### config.mk
export PLATFORM = sky130hd
export DESIGN_NAME = decode_3_input_serial_encoder_flat
export DESIGN_NICKNAME = d
export VERILOG_FILES = /design/src/rtl/decode_3_input_serial_encoder_pkg.sv /design/src/rtl/decode_3_input_serial_encoder_if.sv /design/src/rtl/decode_3_input_serial_encoder_ffs.sv /design/src/rtl/decode_3_input_serial_encoder.sv /design/src/flat_wrapper.sv
export SDC_FILE = /design/constraint.sdc
export NUM_CORES = 1
export LEC_CHECK = 0
export BUFFER_PORTS_ARGS = -buffer_cell sky130_fd_sc_hd__buf_2
export CAP_MARGIN = 10
export CORE_AREA = 2 2 39 41
export DETAILED_ROUTE_END_ITERATION = 8
export DIE_AREA = 0 0 41 43
export GPL_TIMING_DRIVEN = 0
export PLACE_DENSITY = 0.75
export SLEW_MARGIN = 10
export SYNTH_ARGS = -nofsm -noshare
export SYNTH_HDL_FRONTEND = slang
export SYNTH_SLANG_ARGS = --single-unit
### constraint.sdc
create_clock -name clk -period 2.6 [get_ports clk]
set_input_delay 0.39 -clock clk [delete_from_list [all_inputs] [get_ports clk]]
set_output_delay 0.39 -clock clk [all_outputs]
set_load 0.02 [all_outputs]
### src/rtl/decode_3_input_serial_encoder_pkg.sv
// Shared types and helpers for the multi-hot to serial index encoder.
// Optional ENCODE_MSB_FIRST_EN reverses the emission order.
package decode_encode_pkg;

    localparam int N_DEF = 3;
    localparam int MAX_W = 256;

    typedef enum logic {
        IDLE = 1'b0,
        BUSY = 1'b1
    } enc_state_t;

    // True when exactly one bit of v is set.
    function automatic logic onehot_count_is_one(
        input logic [MAX_W-1:0] v
    );
        logic [MAX_W-1:0] low_cleared;
        low_cleared = v & (v - MAX_W'(1));
        return (v != '0) && (low_cleared == '0);
    endfunction

endpackage

### src/rtl/decode_3_input_serial_encoder_if.sv
// Vector-in / index-out handshake bundle for the serial encoder.
// Macro ENCODE_MSB_FIRST_EN only affects the encoder, not this bundle.
interface decode_3_input_serial_encoder_if #(
    parameter int N = 3
);
    logic [(1<<N)-1:0] en_in;
    logic              in_valid;
    logic              in_ready;
    logic [N-1:0]      enc_out;
    logic              out_valid;
    logic              out_ready;
    logic              out_last;
    logic              zero_seen;

    modport master (
        output en_in, in_valid, out_ready,
        input  in_ready, enc_out, out_valid, out_last, zero_seen
    );

    modport slave (
        input  en_in, in_valid, out_ready,
        output in_ready, enc_out, out_valid, out_last, zero_seen
    );
endinterface

### src/rtl/decode_3_input_serial_encoder_ffs.sv
// Combinational find-first-set over a 2^N vector.
// ENCODE_MSB_FIRST_EN searches from the top bit instead of bit 0.
module find_first_set #(
    parameter int N = 3
) (
    input  logic [(1<<N)-1:0] vec,
    output logic [N-1:0]      idx,
    output logic              any
);
    localparam int W = 1 << N;

    always_comb begin
        idx = '0;
        any = |vec;
`ifdef ENCODE_MSB_FIRST_EN
        for (int i = 0; i < W; i++) begin
            if (vec[i]) idx = i[N-1:0];
        end
`else
        for (int i = W - 1; i >= 0; i--) begin
            if (vec[i]) idx = i[N-1:0];
        end
`endif
    end
endmodule

### src/rtl/decode_3_input_serial_encoder.sv
// Multi-hot vector to serial binary index stream, one beat per set bit.
// Default order is lowest index first; ENCODE_MSB_FIRST_EN gives highest first.
module decode_3_input_serial_encoder
    import decode_encode_pkg::*;
#(
    parameter int N = N_DEF
) (
    input  logic clk,
    input  logic rst,
    decode_3_input_serial_encoder_if.slave bus
);
    localparam int W = 1 << N;

    enc_state_t   state_q, state_d;
    logic [W-1:0] pending_q, pending_d;
    logic         zero_seen_q, zero_seen_d;

    logic [N-1:0] ffs_idx;
    logic         ffs_any;
    logic [W-1:0] sel_mask;
    logic         is_last;

    find_first_set #(.N(N)) u_ffs (
        .vec (pending_q),
        .idx (ffs_idx),
        .any (ffs_any)
    );

    assign sel_mask = W'(1) << ffs_idx;
    assign is_last  = onehot_count_is_one(MAX_W'(pending_q));

    always_comb begin
        state_d     = state_q;
        pending_d   = pending_q;
        zero_seen_d = 1'b0;
        unique case (state_q)
            IDLE: begin
                if (bus.in_valid) begin
                    if (bus.en_in != '0) begin
                        pending_d = bus.en_in;
                        state_d   = BUSY;
                    end else begin
                        zero_seen_d = 1'b1;
                    end
                end
            end
            BUSY: begin
                // An empty pending in BUSY is unreachable; drop back safely.
                if (!ffs_any) begin
                    state_d = IDLE;
                end else if (bus.out_ready) begin
                    pending_d = pending_q & ~sel_mask;
                    if (is_last) state_d = IDLE;
                end
            end
            default: state_d = IDLE;
        endcase
    end

    always_ff @(posedge clk) begin
        if (rst) begin
            state_q     <= IDLE;
            pending_q   <= '0;
            zero_seen_q <= 1'b0;
        end else begin
            state_q     <= state_d;
            pending_q   <= pending_d;
            zero_seen_q <= zero_seen_d;
        end
    end

    assign bus.in_ready  = (state_q == IDLE);
    assign bus.out_valid = (state_q == BUSY);
    assign bus.enc_out   = ffs_idx;
    assign bus.out_last  = (state_q == BUSY) && is_last;
    assign bus.zero_seen = zero_seen_q;
endmodule

### src/flat_wrapper.sv
// flat-port wrapper written by rule: the top's interface ports become plain ports
module decode_3_input_serial_encoder_flat import decode_encode_pkg::*;
#(
    parameter int N = N_DEF
)
  (clk, rst, bus_en_in, bus_in_valid, bus_out_ready, bus_in_ready, bus_enc_out, bus_out_valid, bus_out_last, bus_zero_seen);
  decode_3_input_serial_encoder_if #(.N(N)) bus_i ();
  input  logic clk;
  input  logic rst;
  input wire logic [$bits(bus_i.en_in)-1:0] bus_en_in;
  input wire logic [$bits(bus_i.in_valid)-1:0] bus_in_valid;
  input wire logic [$bits(bus_i.out_ready)-1:0] bus_out_ready;
  output wire logic [$bits(bus_i.in_ready)-1:0] bus_in_ready;
  output wire logic [$bits(bus_i.enc_out)-1:0] bus_enc_out;
  output wire logic [$bits(bus_i.out_valid)-1:0] bus_out_valid;
  output wire logic [$bits(bus_i.out_last)-1:0] bus_out_last;
  output wire logic [$bits(bus_i.zero_seen)-1:0] bus_zero_seen;
  assign bus_i.en_in = bus_en_in;
  assign bus_i.in_valid = bus_in_valid;
  assign bus_i.out_ready = bus_out_ready;
  assign bus_in_ready = bus_i.in_ready;
  assign bus_enc_out = bus_i.enc_out;
  assign bus_out_valid = bus_i.out_valid;
  assign bus_out_last = bus_i.out_last;
  assign bus_zero_seen = bus_i.zero_seen;
  decode_3_input_serial_encoder #(.N(N)) u_core (.clk(clk), .rst(rst), .bus(bus_i));
endmodule
==> results of run 1 <==
## layout make-up
type	count	area [um^2]	share of cell area, %
inverters	4	15.0	1.93
multi-input cells	59	402	51.7
well taps	16	20.0	2.58
flip-flops and latches	10	200	25.8
plain buffers	3	18.8	2.42
repair buffers	17	85.1	11.0
clock buffers	4	36.3	4.67
## metal layers
layer  part of all wire (%)  wire [um]
met1                     45        637
met3                    8.1        115
met5                      0          0
met2                     45        633
met4                    2.1         30
## worst reg2reg max path, stage by stage, from the launching register on
cell	delay, ns
sky130_fd_sc_hd__dfxtp_1	0.37
sky130_fd_sc_hd__or4_4	0.53
sky130_fd_sc_hd__buf_6	0.15
sky130_fd_sc_hd__a2111oi_4	0.25
sky130_fd_sc_hd__o21ai_1	0.15
sky130_fd_sc_hd__o221a_1	0.23
## registers in the layout, summed over array words and instances (netlist names)
| name | count |
|---|---|
| u_core.pending_q | 8 |
| u_core.bus.zero_seen | 1 |
| u_core.bus.out_valid | 1 |
## cells by family (layout without fill, tap and decap cells)
kind of cell    Yosys count  in the layout
simple gates             34             34
compound gates           19             19
flops                    10             10
buf+inv                   7             28
mux                       5              5
fa+ha+maj                 1              1
## synth_stat cells (4+ instances only)
| master | instances | area [um^2] |
|---|---|---|
| sky130_fd_sc_hd__a21oi_1 | 4 | 20.0 |
| sky130_fd_sc_hd__dfxtp_1 | 10 | 200 |
| sky130_fd_sc_hd__inv_1 | 4 | 15.0 |
| sky130_fd_sc_hd__mux2i_1 | 4 | 40.0 |
| sky130_fd_sc_hd__nand2_1 | 4 | 15.0 |
| sky130_fd_sc_hd__nor2_1 | 9 | 33.8 |
| sky130_fd_sc_hd__nor3_1 | 6 | 30.0 |
| sky130_fd_sc_hd__nor4_1 | 4 | 25.0 |
## metrics by stage
step	hold WS (ns)	area [um^2]	worst slack [ns]	cells	total power, mW
2_1_floorplan	0.522	636	0.388	76	0.288
4_1_cts	0.363	777	0.162	113	0.469
6_report	0.370	777	0.163	113	0.465
5_1_grt	0.379	777	0.00983	113	0.493
3_5_place_dp	0.576	741	0.454	109	0.327
3_3_place_gp	0.557	741	0.475	109	0.326
## worst max path at each step
| stage | to | depth (start not counted) |
|---|---|---|
| 3_3_place_gp | bus_out_last | 6 |
| 2_1_floorplan | bus_out_last | 5 |
| 4_1_cts | bus_out_last | 6 |
| 5_1_grt | bus_out_last | 6 |
| 6_report | bus_out_last | 6 |
| 3_5_place_dp | bus_out_last | 6 |
## report_power, final
part | total [mW] | internal [mW] | switching (mW)
registers | 0.178 | 0.164 | 0.0145
clock network | 0.140 | 0.0851 | 0.0552
logic | 0.146 | 0.0649 | 0.0812
==> out/qor.csv, run 1 <==
metric;value;unit
grt_use_total;18.7;%
antenna_violations_before_repair;0;
hold-path-cell-count;3;
insertion_delay;0.27;ns
holdPathEnd;u_core.pending_q[0]$_SDFFE_PP0P_;
detail_route.wl_per_cell;12.5;um
cts_post_setup_buffers_inserted;0;
postRouteAntennaNets;0;
cts_htree_levels;1;
worstHoldStart;bus_en_in[0];
compound_cell_area_share_of_the_yosys_netlist;25.0;%
cp_data_required_time;2.21;ns
clock_sinks;10;
die_area;1760;um^2
initialDrtViolationCount;16;
cpMaxStageDelayCell;sky130_fd_sc_hd__or4_4;
grt_pass1_vias;531;
post_synth_mux_area_share;8.07;%
synthDistinctLibCells;32;
dp_hpwl;1100;um
critical_path.n_buffers_inverters;2;
area_share_of_and_or_nand_nor_cells_after_synthesis;28.5;%
timing.rr.start;u_core.pending_q[0]$_SDFFE_PP0P_;
layout.nets;110;
timing.slew.headroom;65.5;%
grt.met3_usage;7.85;%
hold_path.class;input port to flip-flop;
fin_worst_skew;0.00329;ns
number_of_enable_type_register_cells_in_the_synthesized_netlist;0;
power_per_cell_area;598;nW/um^2
clock_path_buffers;2;
yosys_most_used_dff;sky130_fd_sc_hd__dfxtp_1;
critPathMaxStageDelay;0.53;ns
regToRegSetupSlack;0.81;ns
groute.layer.met2.usage;25.9;%
synth_xor_area_share;0;%
maxCapViolations;0;
report.final.hold_viol_count;0;
outcome;complete, no violations;
critical_path_arrival;2.05;ns
ys_ff_latch;10;
crit-reg2reg-capture;u_core.bus.out_valid$_SDFF_PP0_;
finalSetupViolCount;0;
clkTransAtPathRegs;0.07;ns
synthesis.instances;76;
n_antenna_cell;0;
crit_path_max_fanout;7;
vdd_drop_max;0.000359;V
max_freq;410;MHz
fin_crit;2.44;ns
cts_hold_buf;0;
final_cell_mix;sky130_fd_sc_hd__buf_2 (17), sky130_fd_sc_hd__dfxtp_1 (10), sky130_fd_sc_hd__nor2_1 (9);
max_slew.worst_pin.slew;0.517;ns
ioPinCount;19;
n_fill_cell;145;
cts_root_buf;sky130_fd_sc_hd__clkbuf_4;
drc;0;
detail_route.wirelength;1420;um
finalSetupTns;0;ns
die_y;43;um
largest_net_degree_at_the_start_of_global_routing;11;
port_buffers;17;
grt_pass1_wl;2170;um
post_synthesis_instance_area;636;um^2
grt_util_met1;23.6;%
worst_setup_path_startpoint;u_core.pending_q[0]$_SDFFE_PP0P_;
fin_util;56.1;%
fp.coreArea;1380;um^2
crit_path_start_kind;flip-flop;
chipWidth;41;um
rr_worst_depth;5;
synth.yosys.seq_area_share;31.5;%
syn-num-nets;88;
detailedRoute.firstPassIterationCount;5;
cts_tree;yes;
total_leakage_power;0.327;nW
cp-end-kind;output pin;
largest_family_of_logic_cells_by_synthesized_area;simple AND/OR/NAND/NOR gates;
routability_congestion_estimate;0.784;
globalRoute.busiestLayer;met2;
crit_type;flip-flop to output pin;
post_cts_resize_count;0;
areaGrowthSynthToFinish;22.2;%
setup_repair_after_global_routing_missed_its_margin;false;
final-max-slew-violation-count;0;
period_share;93.7;%
gr-total-overflow;0;
asyncSetResetFlopFracSynth;0;%
post_route_cells_drive_above_1_share;27.8;%
route.detailed.vias_per_inst;5.77;
std_cell_rows;14;
post_synth_fa_ha_maj_area_fraction;1.57;%
cell_chain_critical_path;or4_4, buf_6, a2111oi_4, o21ai_1, nor3_1, buf_2;
cts_bufs_inserted;3;
synth.avg_cell_area;8.36;um^2
floorplan.initialDensity;45.9;%
timing.critical_path.max_delay_family;simple AND/OR/NAND/NOR gates;
route.vias.total;652;
warning_count_from_the_yosys_run;0;
layout_commonest_cell;sky130_fd_sc_hd__buf_2;
Power figures use the tool's default switching activity.
==> inputs of run 2 (changes only) <==
--- a/config.mk
+++ b/config.mk
@@ -5,13 +5,16 @@
 export SDC_FILE = /design/constraint.sdc
 export NUM_CORES = 1
 export LEC_CHECK = 0
+export ABC_AREA = 1
+export ABC_CLOCK_PERIOD_IN_PS = 2600
 export BUFFER_PORTS_ARGS = -buffer_cell sky130_fd_sc_hd__buf_2
 export CAP_MARGIN = 10
-export CORE_AREA = 2 2 39 41
+export CORE_AREA = 2 2 40 42
+export CTS_BUF_LIST = sky130_fd_sc_hd__clkbuf_2
 export DETAILED_ROUTE_END_ITERATION = 8
-export DIE_AREA = 0 0 41 43
+export DIE_AREA = 0 0 42 44
 export GPL_TIMING_DRIVEN = 0
-export PLACE_DENSITY = 0.75
+export PLACE_DENSITY = 0.8
 export SLEW_MARGIN = 10
 export SYNTH_ARGS = -nofsm -noshare
 export SYNTH_HDL_FRONTEND = slang
==> out/qor.csv, run 2 <==
metric;value;unit
finalSetupTns;0;ns
cts_root_buf;sky130_fd_sc_hd__clkbuf_2;
setup_repair_after_global_routing_missed_its_margin;false;
layout.nets;153;
hold_path.class;input port to flip-flop;
floorplan.initialDensity;52.9;%
netlist_top_cells_count;sky130_fd_sc_hd__nand2_1 (26), sky130_fd_sc_hd__nand3_1 (19), sky130_fd_sc_hd__inv_1 (15);
max_slew.worst_pin.slew;0.661;ns
synthesis.instances;119;
total_leakage_power;0.419;nW
period_share;73.5;%
grt_pass1_vias;666;
drc;0;
critical_path_arrival;1.52;ns
ys_ff_latch;10;
post_synthesis_instance_area;751;um^2
ioPinCount;19;
detail_route.wirelength;1760;um
crit_type;flip-flop to output pin;
asyncSetResetFlopFracSynth;0;%
fin_util;61.4;%
clkTransAtPathRegs;0.10;ns
cp-end-kind;output pin;
timing.slew.headroom;55.9;%
syn-num-nets;131;
final-max-slew-violation-count;0;
max_freq;523;MHz
finalSetupViolCount;0;
layout_commonest_cell;sky130_fd_sc_hd__nand2_1;
clock_sinks;10;
post_cts_resize_count;0;
synth.yosys.seq_area_share;26.7;%
crit_path_max_fanout;5;
synth.avg_cell_area;6.31;um^2
vdd_drop_max;0.000309;V
route.detailed.vias_per_inst;5.30;
cts_post_setup_buffers_inserted;0;
number_of_flip_flops_under_the_largest_register_name;8;
synth.area.top_cells;sky130_fd_sc_hd__dfxtp_1 (27%), sky130_fd_sc_hd__nand2_1 (13%), sky130_fd_sc_hd__nand3_1 (13%);
fin_worst_skew;0.00607;ns
die_area;1850;um^2
cts_hold_buf;0;
regToRegSetupSlack;1.27;ns
std_cell_rows;14;
grt_use_total;20.6;%
registers.top_by_ff_count;u_core.pending_q;
port_buffers;17;
crit-reg2reg-capture;u_core.pending_q[7]$_SDFFE_PP0P_;
fp.coreArea;1420;um^2
worstHoldStart;bus_in_valid;
clock_path_buffers;2;
insertion_delay;0.27;ns
synthDistinctLibCells;19;
crit_path_start_kind;flip-flop;
dp_hpwl;1350;um
final_cell_mix;sky130_fd_sc_hd__nand2_1 (26), sky130_fd_sc_hd__nand3_1 (19), sky130_fd_sc_hd__buf_2 (18);
synth_top_area_share;26.7;%
die_y;44;um
rr_worst_depth;7;
cp_data_required_time;2.21;ns
cts_tree;yes;
post_route_cells_drive_above_1_share;30.2;%
yosys_most_used_dff;sky130_fd_sc_hd__dfxtp_1;
power_per_cell_area;608;nW/um^2
route.vias.total;821;
outcome;complete, no violations;
warning_count_from_the_yosys_run;0;
antenna_violations_before_repair;0;
timing.rr.start;u_core.pending_q[3]$_SDFFE_PP0P_;
report.final.hold_viol_count;0;
synthDominantAreaCellType;sky130_fd_sc_hd__dfxtp_1;
n_fill_cell;144;
maxCapViolations;0;
number_of_enable_type_register_cells_in_the_synthesized_netlist;0;
grt_pass1_wl;2820;um
holdPathEnd;u_core.bus.zero_seen$_SDFF_PP0_;
cts_htree_levels;1;
hold-path-cell-count;3;
fin_crit;1.91;ns
gr-total-overflow;0;
routability_congestion_estimate;0.848;
synth.most_common_cell;sky130_fd_sc_hd__nand2_1;
chipWidth;42;um
n_antenna_cell;0;
detailedRoute.firstPassIterationCount;4;
largest_net_degree_at_the_start_of_global_routing;11;
fin_total_pwr;0.529;mW
areaGrowthSynthToFinish;16.0;%
detail_route.wl_per_cell;11.3;um
initialDrtViolationCount;27;
cts_bufs_inserted;3;
postRouteAntennaNets;0;
==> run 2: cell count changes in the layout (fill, tap and decap cells not counted), moves of 6 or more <==
cell / change
sky130_fd_sc_hd__nand2_1: +22
sky130_fd_sc_hd__nand3_1: +19
sky130_fd_sc_hd__inv_1: +11
sky130_fd_sc_hd__a21oi_2: +7
sky130_fd_sc_hd__nor3_1: -6
sky130_fd_sc_hd__o21ai_0: +6
==> run 2: worst max path at each step <==
stage                                      from      endpoint  slack, ns  cells after the start
2_1_floorplan  u_core.pending_q[0]$_SDFFE_PP0P_  bus_out_last       1.08                      5
3_3_place_gp   u_core.pending_q[3]$_SDFFE_PP0P_  bus_out_last       1.01                      6
3_5_place_dp   u_core.pending_q[3]$_SDFFE_PP0P_  bus_out_last        1.0                      6
4_1_cts        u_core.pending_q[0]$_SDFFE_PP0P_  bus_out_last       0.71                      6
5_1_grt        u_core.pending_q[0]$_SDFFE_PP0P_  bus_out_last       0.54                      8
6_report       u_core.pending_q[3]$_SDFFE_PP0P_  bus_out_last       0.69                      6
==> run 2: critical path, stage by stage, from the launching register on <==
cell	delay [ns]
sky130_fd_sc_hd__dfxtp_1	0.36
sky130_fd_sc_hd__nor2_2	0.21
sky130_fd_sc_hd__nand3_1	0.14
sky130_fd_sc_hd__a21oi_1	0.20
sky130_fd_sc_hd__nand3_1	0.09
sky130_fd_sc_hd__nor2_1	0.09
sky130_fd_sc_hd__buf_2	0.17
==> run 2: kinds of logic (layout without fill, tap and decap cells) <==
| group | count (synthesis) | in the layout | synth area share (%) |
|---|---|---|---|
| simple gates | 63 | 63 | 41.0 |
| compound gates | 25 | 25 | 21.7 |
| buf+inv | 21 | 41 | 10.7 |
| flops | 10 | 10 | 26.7 |
==> run 2: power by group <==
part	internal [mW]	switching (mW)	leakage [nW]
registers	0.168	0.0230	0.0819
logic	0.0862	0.163	0.324
clock network	0.0314	0.0572	0.0125
total	0.286	0.243	0.419
==> run 2: routing by layer <==
layer | up-vias | GRT usage (%) | part of all wire [%]
met4 | 0 | 11.6 | 2.2
met3 | 5 | 2.50 | 4.6
met1 | 357 | 26.8 | 47
met2 | 25 | 33.1 | 46
met5 | - | 0 | 0
li1 | 434 | - | -
==> run 2: layout make-up <==
| class | instances | area (um^2) | area share [%] |
|---|---|---|---|
| clock buffer | 3 | 15.0 | 1.72 |
| multi-input combinational | 88 | 470 | 54.0 |
| tap | 16 | 20.0 | 2.30 |
| inverter | 19 | 71.3 | 8.19 |
| sequential | 10 | 200 | 23.0 |
| timing repair buffer | 17 | 85.1 | 9.77 |
| buffer | 2 | 8.76 | 1.01 |
==> run 2: metrics by stage <==
| stage | hold slack [ns] | setup slack [ns] | instance area, um^2 | std cells |
|---|---|---|---|---|
| 2_1_floorplan | 0.485 | 1.08 | 751 | 119 |
| 3_3_place_gp | 0.506 | 1.01 | 856 | 152 |
| 3_5_place_dp | 0.512 | 0.999 | 856 | 152 |
| 4_1_cts | 0.382 | 0.711 | 871 | 155 |
| 5_1_grt | 0.389 | 0.537 | 871 | 155 |
| 6_report | 0.371 | 0.688 | 871 | 155 |
==> inputs of run 3 (changes only) <==
--- a/config.mk
+++ b/config.mk
@@ -5,16 +5,16 @@
 export SDC_FILE = /design/constraint.sdc
 export NUM_CORES = 1
 export LEC_CHECK = 0
-export ABC_AREA = 1
-export ABC_CLOCK_PERIOD_IN_PS = 2600
+export ABC_AREA = 0
+export ABC_CLOCK_PERIOD_IN_PS = 1780
 export BUFFER_PORTS_ARGS = -buffer_cell sky130_fd_sc_hd__buf_2
 export CAP_MARGIN = 10
-export CORE_AREA = 2 2 40 42
+export CORE_AREA = 2 2 39 41
 export CTS_BUF_LIST = sky130_fd_sc_hd__clkbuf_2
 export DETAILED_ROUTE_END_ITERATION = 8
-export DIE_AREA = 0 0 42 44
+export DIE_AREA = 0 0 41 43
 export GPL_TIMING_DRIVEN = 0
-export PLACE_DENSITY = 0.8
+export PLACE_DENSITY = 0.75
 export SLEW_MARGIN = 10
 export SYNTH_ARGS = -nofsm -noshare
 export SYNTH_HDL_FRONTEND = slang
==> constraint.sdc (replaced) <==
create_clock -name clk -period 1.78 [get_ports clk]
set_input_delay 0.267 -clock clk [delete_from_list [all_inputs] [get_ports clk]]
set_output_delay 0.267 -clock clk [all_outputs]
set_load 0.02 [all_outputs]
==> out/qor.csv, run 3 (synthesis results as in run 1) <==
metric;value;unit
report.final.hold_viol_count;0;
cell_chain_critical_path;or4_4, o41ai_4, o21ai_2, nor3_2, buf_4;
cp_data_required_time;1.51;ns
die_y;43;um
std_cell_rows;14;
registers.top_by_ff_count;u_core.pending_q;
grt_use_total;20.7;%
crit_type;flip-flop to output pin;
clock_path_buffers;2;
final_worst_slack;-0.429;ns
critPathMaxStageDelay;0.58;ns
layout.nets;112;
fp.coreArea;1380;um^2
fin_util;60.9;%
grt_pass1_vias;554;
route.detailed.vias_per_inst;5.82;
n_antenna_cell;0;
maxCapViolations;0;
hold_path.class;input port to flip-flop;
finalSetupViolCount;2;
cts_bufs_inserted;3;
failed_checks;negative setup slack;
antenna_violations_before_repair;0;
postRouteAntennaNets;0;
cts_hold_buf;0;
finalSetupTns;-0.648;ns
finish.cell_count_without_fillers;115;
layout_commonest_cell;sky130_fd_sc_hd__buf_2;
post_route_cells_drive_above_1_share;41.4;%
detailedRoute.firstPassIterationCount;4;
cpMaxStageDelayCell;sky130_fd_sc_hd__or4_4;
max_freq;453;MHz
ioPinCount;19;
largest_net_degree_at_the_start_of_global_routing;11;
critical_path_arrival;1.94;ns
number_of_flip_flops_under_the_largest_register_name;8;
crit_path_max_fanout;4;
clkTransAtPathRegs;0.11;ns
outcome;finished with violations;
vdd_drop_max;0.000452;V
cp-end-kind;output pin;
clock_sinks;10;
insertion_delay;0.27;ns
placedCellCount;109;
route.vias.total;669;
timing.slew.headroom;65.7;%
gr-total-overflow;0;
detail_route.wl_per_cell;13.9;um
cts_tree;yes;
floorplan.initialDensity;45.9;%
max_slew.worst_pin.slew;0.515;ns
placement.setup.worst_slack;-0.241;ns
drc;0;
fin_worst_skew;0.00120;ns
critical_path.n_buffers_inverters;1;
fin_crit;2.21;ns
detail_route.wirelength;1600;um
cts_htree_levels;1;
cts_root_buf;sky130_fd_sc_hd__clkbuf_2;
crit_path_start_kind;flip-flop;
setup_repair_after_global_routing_missed_its_margin;true;
timing.critical_path.max_delay_family;simple AND/OR/NAND/NOR gates;
grt_pass1_wl;2410;um
routability_congestion_estimate;0.803;
chipWidth;41;um
final_cell_mix;sky130_fd_sc_hd__buf_2 (15), sky130_fd_sc_hd__nor2_1 (9), sky130_fd_sc_hd__buf_4 (5);
areaGrowthSynthToFinish;32.7;%
final-max-slew-violation-count;0;
die_area;1760;um^2
power_per_cell_area;786;nW/um^2
multiInputGateArea;449;um^2
dp_hpwl;1090;um
seqCellArea;213;um^2
hold_slack;0.224;ns
total_leakage_power;0.354;nW
n_fill_cell;127;
port_buffers;17;
initialDrtViolationCount;7;
period_share;124;%
==> run 3: cell type report <==
type	instances	share of cell area, %
repair buffers	21	14.7
flip-flops and latches	10	25.2
plain buffers	1	0.445
well taps	16	2.37
multi-input cells	59	53.3
clock inverters	1	0.445
clock buffers	3	1.78
inverters	4	1.78
==> run 3: through the flow <==
stage               power [mW]  instance area, um^2
floorplan                0.423                  641
global placement         0.478                  746
detailed placement       0.482                  746
CTS                      0.640                  812
global route             0.701                  843
finish                   0.663                  843
==> run 3: path summary, 6_finish.rpt <==
check | startpoint | to | slack, ns | cells past startpoint
setup reg to reg | u_core.pending_q[0]$_SDFFE_PP0P_ | u_core.bus.out_valid$_SDFF_PP0_ | 0.02 | 6
hold / removal | bus_en_in[0] | u_core.pending_q[0]$_SDFFE_PP0P_ | 0.22 | 3
setup / recovery | u_core.pending_q[0]$_SDFFE_PP0P_ | bus_out_last | -0.43 | 5
hold reg to reg | u_core.pending_q[6]$_SDFFE_PP0P_ | u_core.pending_q[6]$_SDFFE_PP0P_ | 0.59 | 2
==> run 3: per-layer routing <==
layer | vias up | share of wire, % | track usage (%)
met1 | 310 | 46 | 26.1
met4 | 0 | 1.8 | 10.0
li1 | 332 | - | -
met2 | 22 | 47 | 30.6
met5 | - | 0 | 0
met3 | 5 | 5.1 | 6.28
==> run 3: timing repair <==
action	CTS	global route
setup endpoints to repair	4	4
resized for setup	12	7
gates cloned	0	0
setup buffers	3	1
pin swaps	4	0
==> run 3: power breakdown <==
group	internal, mW	switching, mW	total (mW)
combinational	0.120	0.135	0.255
sequential	0.240	0.0280	0.268
clock	0.0488	0.0910	0.140
==> run 3: worst reg2reg max path, cell delays in order (launching register included) <==
cell,delay [ns]
sky130_fd_sc_hd__dfxtp_4,0.36
sky130_fd_sc_hd__or4_4,0.58
sky130_fd_sc_hd__buf_4,0.17
sky130_fd_sc_hd__buf_6,0.12
sky130_fd_sc_hd__nor3_4,0.14
sky130_fd_sc_hd__nor2_1,0.06
sky130_fd_sc_hd__o221a_1,0.25
